===== src/rtl/wb_rr_arbiter_if.sv =====
// Wishbone bundles around the round-robin arbiter: the N-master request side
// and the single shared slave port.
interface wb_mbus_if #(
    parameter int NUM_MASTERS = 2
);
    logic [NUM_MASTERS-1:0]    m_cyc;
    logic [NUM_MASTERS-1:0]    m_stb;
    logic [NUM_MASTERS-1:0]    m_we;
    logic [NUM_MASTERS*28-1:0] m_adr;
    logic [NUM_MASTERS*4-1:0]  m_sel;
    logic [NUM_MASTERS*32-1:0] m_dat;
    logic [NUM_MASTERS-1:0]    m_stall;
    logic [NUM_MASTERS-1:0]    m_ack;
    logic [NUM_MASTERS-1:0]    m_err;
    logic [31:0]               m_rdat;

    modport master (
        output m_cyc, m_stb, m_we, m_adr, m_sel, m_dat,
        input  m_stall, m_ack, m_err, m_rdat
    );

    modport slave (
        input  m_cyc, m_stb, m_we, m_adr, m_sel, m_dat,
        output m_stall, m_ack, m_err, m_rdat
    );
endinterface

interface wb_sbus_if;
    logic        s_cyc;
    logic        s_stb;
    logic        s_we;
    logic [27:0] s_adr;
    logic [3:0]  s_sel;
    logic [31:0] s_dat_o;
    logic [31:0] s_dat_i;
    logic        s_ack;
    logic        s_err;
    logic        s_stall;

    modport master (
        output s_cyc, s_stb, s_we, s_adr, s_sel, s_dat_o,
        input  s_dat_i, s_ack, s_err, s_stall
    );

    modport slave (
        input  s_cyc, s_stb, s_we, s_adr, s_sel, s_dat_o,
        output s_dat_i, s_ack, s_err, s_stall
    );
endinterface


===== src/rtl/wb_rr_arbiter.sv =====
// Round-robin N-to-1 Wishbone arbiter; grant held for a whole CYC, with a
// bus watchdog that turns a hung slave into an error for the owning master.
//
// state   | meaning
// --------+----------------------------------------------------------
// IDLE    | no owner; all masters stalled; picks next owner after lp
// BUSY    | master g owns the slave port; traffic passes through
// TO_WAIT | watchdog fired; slave cut off until master g drops CYC
module wb_rr_arbiter #(
    parameter int NUM_MASTERS    = 2,
    parameter int TIMEOUT_CYCLES = 255
) (
    input  logic                   clk,
    input  logic                   rst,
    wb_mbus_if.slave               mbus,
    wb_sbus_if.master              sbus,
    output logic [NUM_MASTERS-1:0] grant,
    output logic                   timeout_evt
);
    localparam int GW  = (NUM_MASTERS > 1) ? $clog2(NUM_MASTERS) : 1;
    localparam int TCW = (TIMEOUT_CYCLES > 0) ? $clog2(TIMEOUT_CYCLES + 1) : 1;
    localparam bit WD_EN = (TIMEOUT_CYCLES > 0);
    localparam logic [TCW-1:0] TC_LAST = TCW'((TIMEOUT_CYCLES > 0) ? TIMEOUT_CYCLES - 1 : 0);
    localparam logic [GW-1:0]  LP_RST  = GW'(NUM_MASTERS - 1);

    typedef enum logic [1:0] {
        IDLE    = 2'd0,
        BUSY    = 2'd1,
        TO_WAIT = 2'd2
    } state_t;

    state_t         state_q, state_d;
    logic [GW-1:0]  g_q, g_d;
    logic [GW-1:0]  lp_q, lp_d;
    logic [TCW-1:0] tc_q, tc_d;

    logic           sel_cyc, sel_stb, sel_we;
    logic [27:0]    sel_adr;
    logic [3:0]     sel_sel;
    logic [31:0]    sel_dat;
    logic           win_vld;
    logic [GW-1:0]  win_idx;
    logic           fire;

    always_ff @(posedge clk) begin
        if (rst) begin
            state_q <= IDLE;
            g_q     <= '0;
            lp_q    <= LP_RST;
            tc_q    <= '0;
        end else begin
            state_q <= state_d;
            g_q     <= g_d;
            lp_q    <= lp_d;
            tc_q    <= tc_d;
        end
    end

    always_comb begin
        sel_cyc = 1'b0;
        sel_stb = 1'b0;
        sel_we  = 1'b0;
        sel_adr = '0;
        sel_sel = '0;
        sel_dat = '0;
        for (int i = 0; i < NUM_MASTERS; i++) begin
            if (g_q == GW'(i)) begin
                sel_cyc = mbus.m_cyc[i];
                sel_stb = mbus.m_stb[i];
                sel_we  = mbus.m_we[i];
                sel_adr = mbus.m_adr[i*28 +: 28];
                sel_sel = mbus.m_sel[i*4 +: 4];
                sel_dat = mbus.m_dat[i*32 +: 32];
            end
        end
    end

    // Search starts just after the last owner, so it becomes lowest priority.
    always_comb begin
        win_vld = 1'b0;
        win_idx = '0;
        for (int k = 1; k <= NUM_MASTERS; k++) begin
            if (!win_vld && mbus.m_cyc[(int'(lp_q) + k) % NUM_MASTERS]) begin
                win_vld = 1'b1;
                win_idx = GW'((int'(lp_q) + k) % NUM_MASTERS);
            end
        end
    end

    // A slave response in the last allowed cycle beats the watchdog.
    assign fire = WD_EN && (state_q == BUSY) && (tc_q == TC_LAST)
                  && !sbus.s_ack && !sbus.s_err;

    assign mbus.m_rdat = sbus.s_dat_i;

    always_comb begin
        state_d      = state_q;
        g_d          = g_q;
        lp_d         = lp_q;
        tc_d         = tc_q;
        sbus.s_cyc   = 1'b0;
        sbus.s_stb   = 1'b0;
        sbus.s_we    = 1'b0;
        sbus.s_adr   = '0;
        sbus.s_sel   = '0;
        sbus.s_dat_o = '0;
        mbus.m_stall = '1;
        mbus.m_ack   = '0;
        mbus.m_err   = '0;
        grant        = '0;
        timeout_evt  = 1'b0;

        case (state_q)
            IDLE: begin
                if (win_vld) begin
                    state_d = BUSY;
                    g_d     = win_idx;
                    tc_d    = '0;
                end
            end
            BUSY: begin
                grant[g_q]   = 1'b1;
                sbus.s_we    = sel_we;
                sbus.s_adr   = sel_adr;
                sbus.s_sel   = sel_sel;
                sbus.s_dat_o = sel_dat;
                if (fire) begin
                    mbus.m_err[g_q] = 1'b1;
                    timeout_evt     = 1'b1;
                    state_d         = TO_WAIT;
                end else begin
                    sbus.s_cyc        = sel_cyc;
                    sbus.s_stb        = sel_stb;
                    mbus.m_stall[g_q] = sbus.s_stall;
                    mbus.m_ack[g_q]   = sbus.s_ack;
                    mbus.m_err[g_q]   = sbus.s_err;
                    if (!sel_cyc) begin
                        state_d = IDLE;
                        lp_d    = g_q;
                    end else if (WD_EN) begin
                        tc_d = (sbus.s_ack || sbus.s_err) ? '0 : tc_q + 1'b1;
                    end
                end
            end
            TO_WAIT: begin
                grant[g_q] = 1'b1;
                if (!sel_cyc) begin
                    state_d = IDLE;
                    lp_d    = g_q;
                end
            end
            default: begin
                state_d = IDLE;
            end
        endcase

        // Reset aborts silently: nothing may reach a master in the reset cycle.
        if (rst) begin
            mbus.m_ack  = '0;
            mbus.m_err  = '0;
            timeout_evt = 1'b0;
        end
    end
endmodule


===== src/flat_wrapper.sv =====
// flat-port wrapper written by rule: the top's interface ports become plain ports
module wb_rr_arbiter_flat 
#(
    parameter int NUM_MASTERS    = 2,
    parameter int TIMEOUT_CYCLES = 255
)
  (clk, rst, grant, timeout_evt, mbus_m_cyc, mbus_m_stb, mbus_m_we, mbus_m_adr, mbus_m_sel, mbus_m_dat, mbus_m_stall, mbus_m_ack, mbus_m_err, mbus_m_rdat, sbus_s_cyc, sbus_s_stb, sbus_s_we, sbus_s_adr, sbus_s_sel, sbus_s_dat_o, sbus_s_dat_i, sbus_s_ack, sbus_s_err, sbus_s_stall);
  wb_mbus_if #(.NUM_MASTERS(NUM_MASTERS)) mbus_i ();
  wb_sbus_if sbus_i ();
  input  logic clk;
  input  logic rst;
  output logic [NUM_MASTERS-1:0] grant;
  output logic timeout_evt;
  input wire logic [$bits(mbus_i.m_cyc)-1:0] mbus_m_cyc;
  input wire logic [$bits(mbus_i.m_stb)-1:0] mbus_m_stb;
  input wire logic [$bits(mbus_i.m_we)-1:0] mbus_m_we;
  input wire logic [$bits(mbus_i.m_adr)-1:0] mbus_m_adr;
  input wire logic [$bits(mbus_i.m_sel)-1:0] mbus_m_sel;
  input wire logic [$bits(mbus_i.m_dat)-1:0] mbus_m_dat;
  output wire logic [$bits(mbus_i.m_stall)-1:0] mbus_m_stall;
  output wire logic [$bits(mbus_i.m_ack)-1:0] mbus_m_ack;
  output wire logic [$bits(mbus_i.m_err)-1:0] mbus_m_err;
  output wire logic [$bits(mbus_i.m_rdat)-1:0] mbus_m_rdat;
  output wire logic [$bits(sbus_i.s_cyc)-1:0] sbus_s_cyc;
  output wire logic [$bits(sbus_i.s_stb)-1:0] sbus_s_stb;
  output wire logic [$bits(sbus_i.s_we)-1:0] sbus_s_we;
  output wire logic [$bits(sbus_i.s_adr)-1:0] sbus_s_adr;
  output wire logic [$bits(sbus_i.s_sel)-1:0] sbus_s_sel;
  output wire logic [$bits(sbus_i.s_dat_o)-1:0] sbus_s_dat_o;
  input wire logic [$bits(sbus_i.s_dat_i)-1:0] sbus_s_dat_i;
  input wire logic [$bits(sbus_i.s_ack)-1:0] sbus_s_ack;
  input wire logic [$bits(sbus_i.s_err)-1:0] sbus_s_err;
  input wire logic [$bits(sbus_i.s_stall)-1:0] sbus_s_stall;
  assign mbus_i.m_cyc = mbus_m_cyc;
  assign mbus_i.m_stb = mbus_m_stb;
  assign mbus_i.m_we = mbus_m_we;
  assign mbus_i.m_adr = mbus_m_adr;
  assign mbus_i.m_sel = mbus_m_sel;
  assign mbus_i.m_dat = mbus_m_dat;
  assign mbus_m_stall = mbus_i.m_stall;
  assign mbus_m_ack = mbus_i.m_ack;
  assign mbus_m_err = mbus_i.m_err;
  assign mbus_m_rdat = mbus_i.m_rdat;
  assign sbus_s_cyc = sbus_i.s_cyc;
  assign sbus_s_stb = sbus_i.s_stb;
  assign sbus_s_we = sbus_i.s_we;
  assign sbus_s_adr = sbus_i.s_adr;
  assign sbus_s_sel = sbus_i.s_sel;
  assign sbus_s_dat_o = sbus_i.s_dat_o;
  assign sbus_i.s_dat_i = sbus_s_dat_i;
  assign sbus_i.s_ack = sbus_s_ack;
  assign sbus_i.s_err = sbus_s_err;
  assign sbus_i.s_stall = sbus_s_stall;
  wb_rr_arbiter #(.NUM_MASTERS(NUM_MASTERS), .TIMEOUT_CYCLES(TIMEOUT_CYCLES)) u_core (.clk(clk), .rst(rst), .mbus(mbus_i), .sbus(sbus_i), .grant(grant), .timeout_evt(timeout_evt));
endmodule

===== config.mk =====
export PLATFORM = sky130hd
export DESIGN_NAME = wb_rr_arbiter_flat
export DESIGN_NICKNAME = d
export VERILOG_FILES = /design/src/rtl/wb_rr_arbiter_if.sv /design/src/rtl/wb_rr_arbiter.sv /design/src/flat_wrapper.sv
export SDC_FILE = /design/constraint.sdc
export NUM_CORES = 1
export LEC_CHECK = 0
export CELL_PAD_IN_SITES_DETAIL_PLACEMENT = 1
export CELL_PAD_IN_SITES_GLOBAL_PLACEMENT = 1
export CORE_MARGIN = 2
export CORE_UTILIZATION = 17
export DETAILED_ROUTE_END_ITERATION = 8
export PLACE_DENSITY = 0.88
export SYNTH_ARGS = -nofsm -noshare
export SYNTH_HDL_FRONTEND = slang
export SYNTH_SLANG_ARGS = --single-unit
export TNS_END_PERCENT = 5

===== constraint.sdc =====
create_clock -name clk -period 3.67 [get_ports clk]
set_clock_uncertainty 0.2 [all_clocks]
set_input_delay 0.734 -clock clk [delete_from_list [all_inputs] [get_ports clk]]
set_output_delay 0.734 -clock clk [all_outputs]
set_load 0.02 [all_outputs]

After elaboration in Yosys (flattened, before gate mapping)
Index checks and enable logic that the tools add are counted.
{ "totals": {"regBits": 12, "wordCells": 89} }
{ "op_classes": {"addsub": 3, "magnitude_cmp": 4, "eq_ne": 6, "muxes": 50, "bitwise_logic": 6, "reduce_logical": 16} }
{ "ops": {"columns": ["cell", "n"], "rows": [
  ["2-to-1 mux 32 bit", 2],
  ["2-to-1 mux 28 bit", 2],
  ["2-to-1 mux 8 bit", 4],
  ["2-to-1 mux 1 bit", 24],
  ["2-to-1 mux 2 bit", 12],
  ["one-hot mux 8 bit (2 select lines)", 1],
  ["adder 8 x 1 -> 8 bit, second input constant", 1],
  ["equality test 8 bit, second input constant", 1],
  ["2-to-1 mux 4 bit", 2],
  ["less-than comparator 2 x 3 -> 1 bit, second input constant", 2],
  ["one-hot mux 2 bit (3 select lines)", 1],
  ["logical AND 1 bit", 5],
  ["AND 2 bit", 2],
  ["inequality test 2 x 1 -> 1 bit, second input constant", 2],
  ["AND reduction 2 bit", 2],
  ["AND reduction 4 bit", 1],
  ["nonzero test 2 bit", 2],
  ["zero test 1 bit", 3],
  ["adder 1 bit, second input constant", 2],
  ["AND 1 bit, first input constant", 2],
  ["equality test 2 x 1 -> 1 bit, second input constant", 1],
  ["equality test 2 bit, second input constant", 1],
  ["zero test 2 bit", 1],
  ["less-than comparator 1 x 2 -> 1 bit, second input constant", 1],
  ["8 further kinds", 8]
]} }

Logic depth before layout (Yosys ltp)
Gate-level depths: netlist of the first run.
{ "logic_depth": {"depth_word": 11, "ltp_mapped": 8, "ltp_nobuf": 7} }

Worst setup path after synthesis of the first run
OpenSTA, ideal clock, no wires.
{ "synth_path": {"path_kind": "input port to output port", "from": "in sbus_s_ack", "to": "out mbus_m_err[0]", "t_arrival_ns": 2.039, "required_ns": 2.736, "slack_ns": 0.697, "cell_stages": 5, "path_buffers": 0, "path_cell_list": "or3b_4 nor2_1 and3_1 nor2_1 nor3_1"} }
{ "synth_between": {"elab_chain_cells": 6} }
{ "synth_lines": {"columns": ["item", "line_no", "text"], "rows": [
  ["start, declared", "flat_wrapper.sv:31", "input wire logic [$bits(sbus_i.s_ack)-1:0] sbus_s_ack;"],
  ["zero test 1 bit", "wb_rr_arbiter.sv:92", "&& !sbus.s_ack && !sbus.s_err;"],
  ["logical AND 1 bit (2 in a row)", "wb_rr_arbiter.sv:92", null],
  ["2-to-1 mux 2 bit", "wb_rr_arbiter.sv:127", "if (fire) begin"],
  ["2-to-1 mux 2 bit", "wb_rr_arbiter.sv:113", "case (state_q)"],
  ["2-to-1 mux 2 bit", "wb_rr_arbiter.sv:158", "if (rst) begin"],
  ["end, declared", "flat_wrapper.sv:22", "output wire logic [$bits(mbus_i.m_err)-1:0] mbus_m_err;"]
]} }
Every way passes these cells.

Worst setup path in the final report of the first run
{ "layout_path": {"from": "in sbus_s_ack", "to": "out sbus_s_cyc"} }
{ "layout_between": {"elab_chain_cells": 5} }
{ "layout_lines": {"columns": ["item", "line_no", "text"], "rows": [
  ["zero test 1 bit", "wb_rr_arbiter.sv:92", null],
  ["logical AND 1 bit (2 in a row)", "wb_rr_arbiter.sv:92", null],
  ["2-to-1 mux 1 bit", "wb_rr_arbiter.sv:127", null],
  ["2-to-1 mux 1 bit", "wb_rr_arbiter.sv:113", null],
  ["end, declared", "flat_wrapper.sv:24", "output wire logic [$bits(sbus_i.s_cyc)-1:0] sbus_s_cyc;"]
]} }
Every way passes these cells.

==> flow_metrics.py, run 1 <==
metrics = {
    "run_status": {
        "status": "finished clean",
    },
    "synth": {
        "ys_warn_count": 0,
        "async_reset_ff_frac": 0,
        "synth_seq_area_share": 0.1104,
        "yosysTopAreaCellShare": 0.3082,
        "synth_flop_cell": "dfxtp_1",
        "yosys.area.top_type": "mux2i_1",
        "synth_area_um2": 2176,
        "syn-num-nets": 456,
        "synthDistinctLibCells": 37,
        "syn_inst": 279,
        "synth_most_common_cell": "nor2b_1",
        "syn_area_per_cell_um2": 7.799,
        "synth_area_leaders": "mux2i_1, nor2b_1, buf_4",
        "synth_commonest_cells": "nor2b_1, mux2i_1, buf_4",
        "synth_seq_cells": 12,
        "synth-edff-count": 0,
    },
    "cts": {
        "cts.sinks": 12,
        "postCtsSetupBuffers": 0,
        "cts.clk_slew.worst_paths_ns": 0.04,
        "cts_tree": "yes",
        "cts_buffers": 3,
        "h-tree-depth": 1,
        "holdBufCountCts": 0,
        "clk_latency_ns": 0.24,
        "cts_root_buf": "clkbuf_16",
        "ctsLongestPathBuffers": 2,
    },
    "sta": {
        "whs_ns": 0.3132,
        "slew_headroom": 0.5840,
        "setup_viol": 0,
        "worst_pin_slew_ns": 0.6241,
        "min_period_ns": 3.576,
        "fmax_ghz": 0.2797,
        "finalMaxSlewViolations": 0,
        "rsz0062_at_grt": "true",
        "hold_violations": 0,
        "timing.final.crit_share": 0.9743,
    },
    "setup_path": {
        "r2r-start": "u_core.state_q[1]$_SDFFE_PP0N_",
        "worst_setup_path_end_kind": "output port",
        "reg2reg_slack_ns": 1.09,
        "critical_path_class": "in2out",
        "cp-start-kind": "input pin",
        "worstPathRequired_ns": 2.74,
        "worstPathMaxFanout": 3,
        "cp_data_arrival_time_ns": 2.64,
        "rr_worst_depth": 8,
        "reg2reg_to": "u_core.tc_q[1]$_SDFFE_PP0P_",
    },
    "run": {
        "cap_violations": 0,
    },
    "drt": {
        "dr.pass1.iters": 4,
        "drt_iter0_drc": 37,
        "drt.antenna.violating_nets": 0,
        "drc_errors": 0,
        "dr_total_vias": 2653,
        "routed_wl_um": 9972,
        "vias_per_cell": 4.218,
        "post_drt_wl_per_cell_um": 15.85,
    },
    "floorplan": {
        "die_w_um": 117.1,
        "coreArea_um2": 12570,
        "initial_utilization": 0.1731,
        "die_y_um": 117.1,
        "num_io_pins": 279,
        "die_area_um2": 13720,
        "rows": 41,
    },
    "cells_and_area": {
        "final_util": 0.3500,
        "area_growth_pct": 102.2,
        "nets": 635,
        "diodes": 0,
        "nFillCells": 1476,
        "drive_gt1_frac": 0.04376,
    },
    "pwr": {
        "power_mw": 1.038,
        "power.leakage_nw": 1.525,
        "vdd_drop_max_mv": 0.1674,
        "powerDensity_nw_per_um2": 236.0,
    },
    "global_routing": {
        "grt_pass1_wl_um": 14520,
        "grt_max_degree": 72,
        "antenna_found_initial": 0,
        "grt_pass1_vias": 2842,
        "gr-usage-all-layers": 0.1343,
        "overflow": 0,
    },
    "placement": {
        "place.gp.congestion": 0.8223,
        "hpwlAfterDp_um": 8506,
        "io_buffers": 214,
    },
    "min_path": {
        "hold_depth": 1,
        "min_to": "u_core.lp_q$_SDFFE_PP1P_",
        "min_path_type": "reg2reg",
        "worstHoldStart": "u_core.lp_q$_SDFFE_PP1P_",
    },
}
[worst max path at each step]
stage / from / endpoint / cells past startpoint
floorplan: sbus_s_ack / mbus_m_err[0] / 5
global placement: sbus_s_ack / sbus_s_cyc / 6
detailed placement: sbus_s_ack / sbus_s_cyc / 6
CTS: sbus_s_ack / sbus_s_cyc / 6
global route: sbus_s_ack / mbus_m_err[0] / 8
finish: sbus_s_ack / sbus_s_cyc / 6
[flip-flops by register name, indices dropped and copies added (netlist names)]
register        cells
u_core.tc_q         8
u_core.lp_q         1
u_core.g_q          1
u_core.state_q      2
[layout make-up]
type	count	area, µm²	share of cell area
multi-input cells	212	1607	0.3652
repair buffers	224	2226	0.5060
well taps	172	215.2	0.04892
clock buffers	4	88.84	0.02019
flip-flops and latches	12	244.0	0.05546
inverters	5	18.77	0.004266
[critical path, stage by stage]
cell and delay, ns:
clkdlybuf4s50_1 0.43, or3b_4 0.41, or4b_4 0.53, nand2_2 0.13, nor2_1 0.06, dlygate4sd2_1 0.34
[metrics by stage]
step | setup TNS (ns) | cells | setup slack [ns] | cell area (µm²)
2_1_floorplan | 0 | 279 | 0.6969 | 2176
3_3_place_gp | -0.9516 | 625 | -0.1716 | 4312
3_5_place_dp | -1.182 | 625 | -0.1998 | 4312
4_1_cts | 0 | 629 | 0.02021 | 4392
5_1_grt | -0.01557 | 629 | -0.01557 | 4399
6_report | 0 | 629 | 0.09444 | 4399
[where the power goes]
part / switching [mW] / total, mW / internal, mW
Combinational: 0.282 / 0.653 / 0.370
Sequential: 0.0220 / 0.159 / 0.137
Clock: 0.0611 / 0.226 / 0.165
Total: 0.365 / 1.04 / 0.673
[layer usage]
metal / track usage / routed length [µm] / up-vias
met2: 0.2694 / 5703 / 117
met4: 0.02510 / 85 / 0
met3: 0.02060 / 583 / 9
li1: - / - / 1283
met5: 0 / 0 / -
met1: 0.1485 / 3599 / 1244
[cell usage in the layout, fill, tap and decap left out, types with 4 or more instances in the layout]
cell	count
a21oi_1	4
buf_4	8
nor3_1	6
mux2i_1	67
nor2_1	13
or3_1	4
nand3_1	5
clkdlybuf4s50_1	207
inv_1	5
nor2b_1	68
o21ai_0	4
dfxtp_1	11
dlygate4sd2_1	6
ha_1	5
nand2_1	5
[cells by family after synthesis]
logic type / share of synthesized area
flip-flops: 0.1104
adder cells (fa/ha/maj): 0.03450
buffers and inverters: 0.1535
XOR/XNOR: 0.01208
multiplexers: 0.3082
AND/OR/NAND/NOR: 0.3117
AO/OA/AOI/OAI: 0.06959
[repair_timing]
item,in CTS,in global routing
cloned,0,0
endpoints found under the setup margin,7,5
resized for setup,7,3
Power figures use the tool's default switching activity.
==> run 2: changes to the inputs <==
- CORE_MARGIN: 2 -> default
==> flow_metrics.py, run 2 (synthesis gave the netlist of run 1 again) <==
metrics = {
    "run_status": {
        "status": "finished clean",
    },
    "setup_path": {
        "worstPathMaxFanout": 3,
        "cp_data_arrival_time_ns": 2.64,
        "critical_path_class": "in2out",
        "max_stage_delay_ns": 0.54,
        "cp-start-kind": "input pin",
        "crit_family": "simple AND/OR/NAND/NOR gates",
        "crit_path_top_delay_cell": "or4b_4",
        "worst_setup_path_end_kind": "output port",
        "critPathBufInv": 2,
        "worstPathRequired_ns": 2.74,
        "timing.critical_path.cells": "clkdlybuf4s50_1 -> or3b_4 -> or4b_4 -> nand2_2 -> nor2_1 -> dlygate4sd2_1",
    },
    "cells_and_area": {
        "drive_gt1_frac": 0.03956,
        "final_common_cell": "clkdlybuf4s50_1",
        "mostFrequentLayoutCells": "clkdlybuf4s50_1, nor2b_1, mux2i_1",
        "fin_cells": 623,
        "top_regs": "u_core.tc_q x8, u_core.state_q x2",
        "largest_reg_flops": 8,
        "area_growth_pct": 101.2,
        "post-route-cell-area_um2": 4378,
        "final_util": 0.3570,
        "diodes": 0,
        "largest_register": "u_core.tc_q",
        "nets": 633,
    },
    "global_routing": {
        "grt_max_degree": 72,
        "grt_pass1_vias": 2870,
        "grt_pass1_wl_um": 14390,
        "overflow": 0,
        "gr-usage-all-layers": 0.1376,
        "antenna_found_initial": 0,
    },
    "drt": {
        "drc_errors": 0,
        "drt_iter0_drc": 52,
        "post_drt_wl_per_cell_um": 15.95,
        "dr_total_vias": 2644,
        "wl_met1_um": 3640,
        "wl_met3_um": 738,
        "routed_wl_um": 9936,
        "route.met2.wl_um": 5354,
        "dr.pass1.iters": 4,
        "vias_per_cell": 4.244,
        "drt.antenna.violating_nets": 0,
        "top_layer": "met4",
    },
    "floorplan": {
        "die_area_um2": 13250,
        "num_io_pins": 279,
        "initial_utilization": 0.1774,
        "die_y_um": 115.1,
        "die_w_um": 115.1,
        "coreArea_um2": 12260,
        "rows": 40,
    },
    "cts": {
        "holdBufCountCts": 0,
        "cts.clk_slew.worst_paths_ns": 0.05,
        "cts_root_buf": "clkbuf_16",
        "cts_buffers": 3,
        "cts.sinks": 12,
        "ctsLongestPathBuffers": 2,
        "clk_latency_ns": 0.25,
        "h-tree-depth": 1,
        "cts_tree": "yes",
    },
    "pwr": {
        "powerDensity_nw_per_um2": 235.7,
        "p_comb_frac": 0.632,
        "vdd_drop_max_mv": 0.1462,
        "seqPwrFrac": 0.148,
        "power.switching_mw": 0.3630,
        "p_sw_frac": 0.3518,
        "power_mw": 1.032,
        "power.leakage_nw": 1.532,
        "clockPowerShare": 0.220,
        "intPower_mw": 0.6690,
    },
    "sta": {
        "tns_ns": 0,
        "finalMaxSlewViolations": 0,
        "fmax_ghz": 0.2795,
        "whs_ns": 0.2982,
        "slew_headroom": 0.6136,
        "rsz0062_at_grt": "true",
        "min_period_ns": 3.578,
        "worst_pin_slew_ns": 0.5796,
        "setup_viol": 0,
        "hold_violations": 0,
        "timing.final.crit_share": 0.9748,
        "fin_ws_ns": 0.09236,
    },
    "run": {
        "cap_violations": 0,
    },
    "placement": {
        "placed_cell_area_um2": 4292,
        "dp_cells": 619,
        "preCtsSetupSlack_ns": -0.1593,
        "io_buffers": 214,
        "place.gp.congestion": 0.8254,
        "hpwlAfterDp_um": 8448,
    },
    "min_path": {
        "min_path_type": "reg2reg",
    },
}
[run 2: area by class of cell]
class / count / area (µm²)
multi-input combinational: 212 / 1607
inverter: 5 / 18.77
clock buffer: 4 / 88.84
tap: 168 / 210.2
sequential: 12 / 244.0
fill: 1457 / 7884
timing repair buffer: 222 / 2210
[run 2: path summary, 6_finish.rpt]
path	start	end	slack [ns]	cells after the start
worst min-delay path	u_core.lp_q$_SDFFE_PP1P_	u_core.lp_q$_SDFFE_PP1P_	0.30	1
worst min register to register	u_core.lp_q$_SDFFE_PP1P_	u_core.lp_q$_SDFFE_PP1P_	0.30	1
worst max-delay path	sbus_s_ack	sbus_s_cyc	0.09	6
worst max register to register	u_core.state_q[1]$_SDFFE_PP0N_	u_core.tc_q[5]$_SDFFE_PP0P_	0.92	8
[run 2: per-layer routing]
metal | track usage | up-vias
li1 | - | 1273
met1 | 0.1438 | 1210
met2 | 0.2691 | 139
met3 | 0.03374 | 22
met4 | 0.03983 | 0
met5 | 0 | -
[run 2: power groups by stage]
stage	Sequential (mW)	Combinational [mW]	Clock (mW)
final	0.152	0.652	0.227
after floorplan	0.144	0.370	0
after global placement	0.155	0.644	0
after CTS	0.153	0.661	0.230
after detailed placement	0.156	0.661	0
after global routing	0.154	0.695	0.238
[run 2: timing repair]
| action | 4_1_cts | 5_1_grt |
|---|---|---|
| endpoints found under the hold margin | 0 | 0 |
| setup endpoints to repair | 6 | 3 |
| buffers inserted | 0 | 0 |
| resized for setup | 6 | 2 |
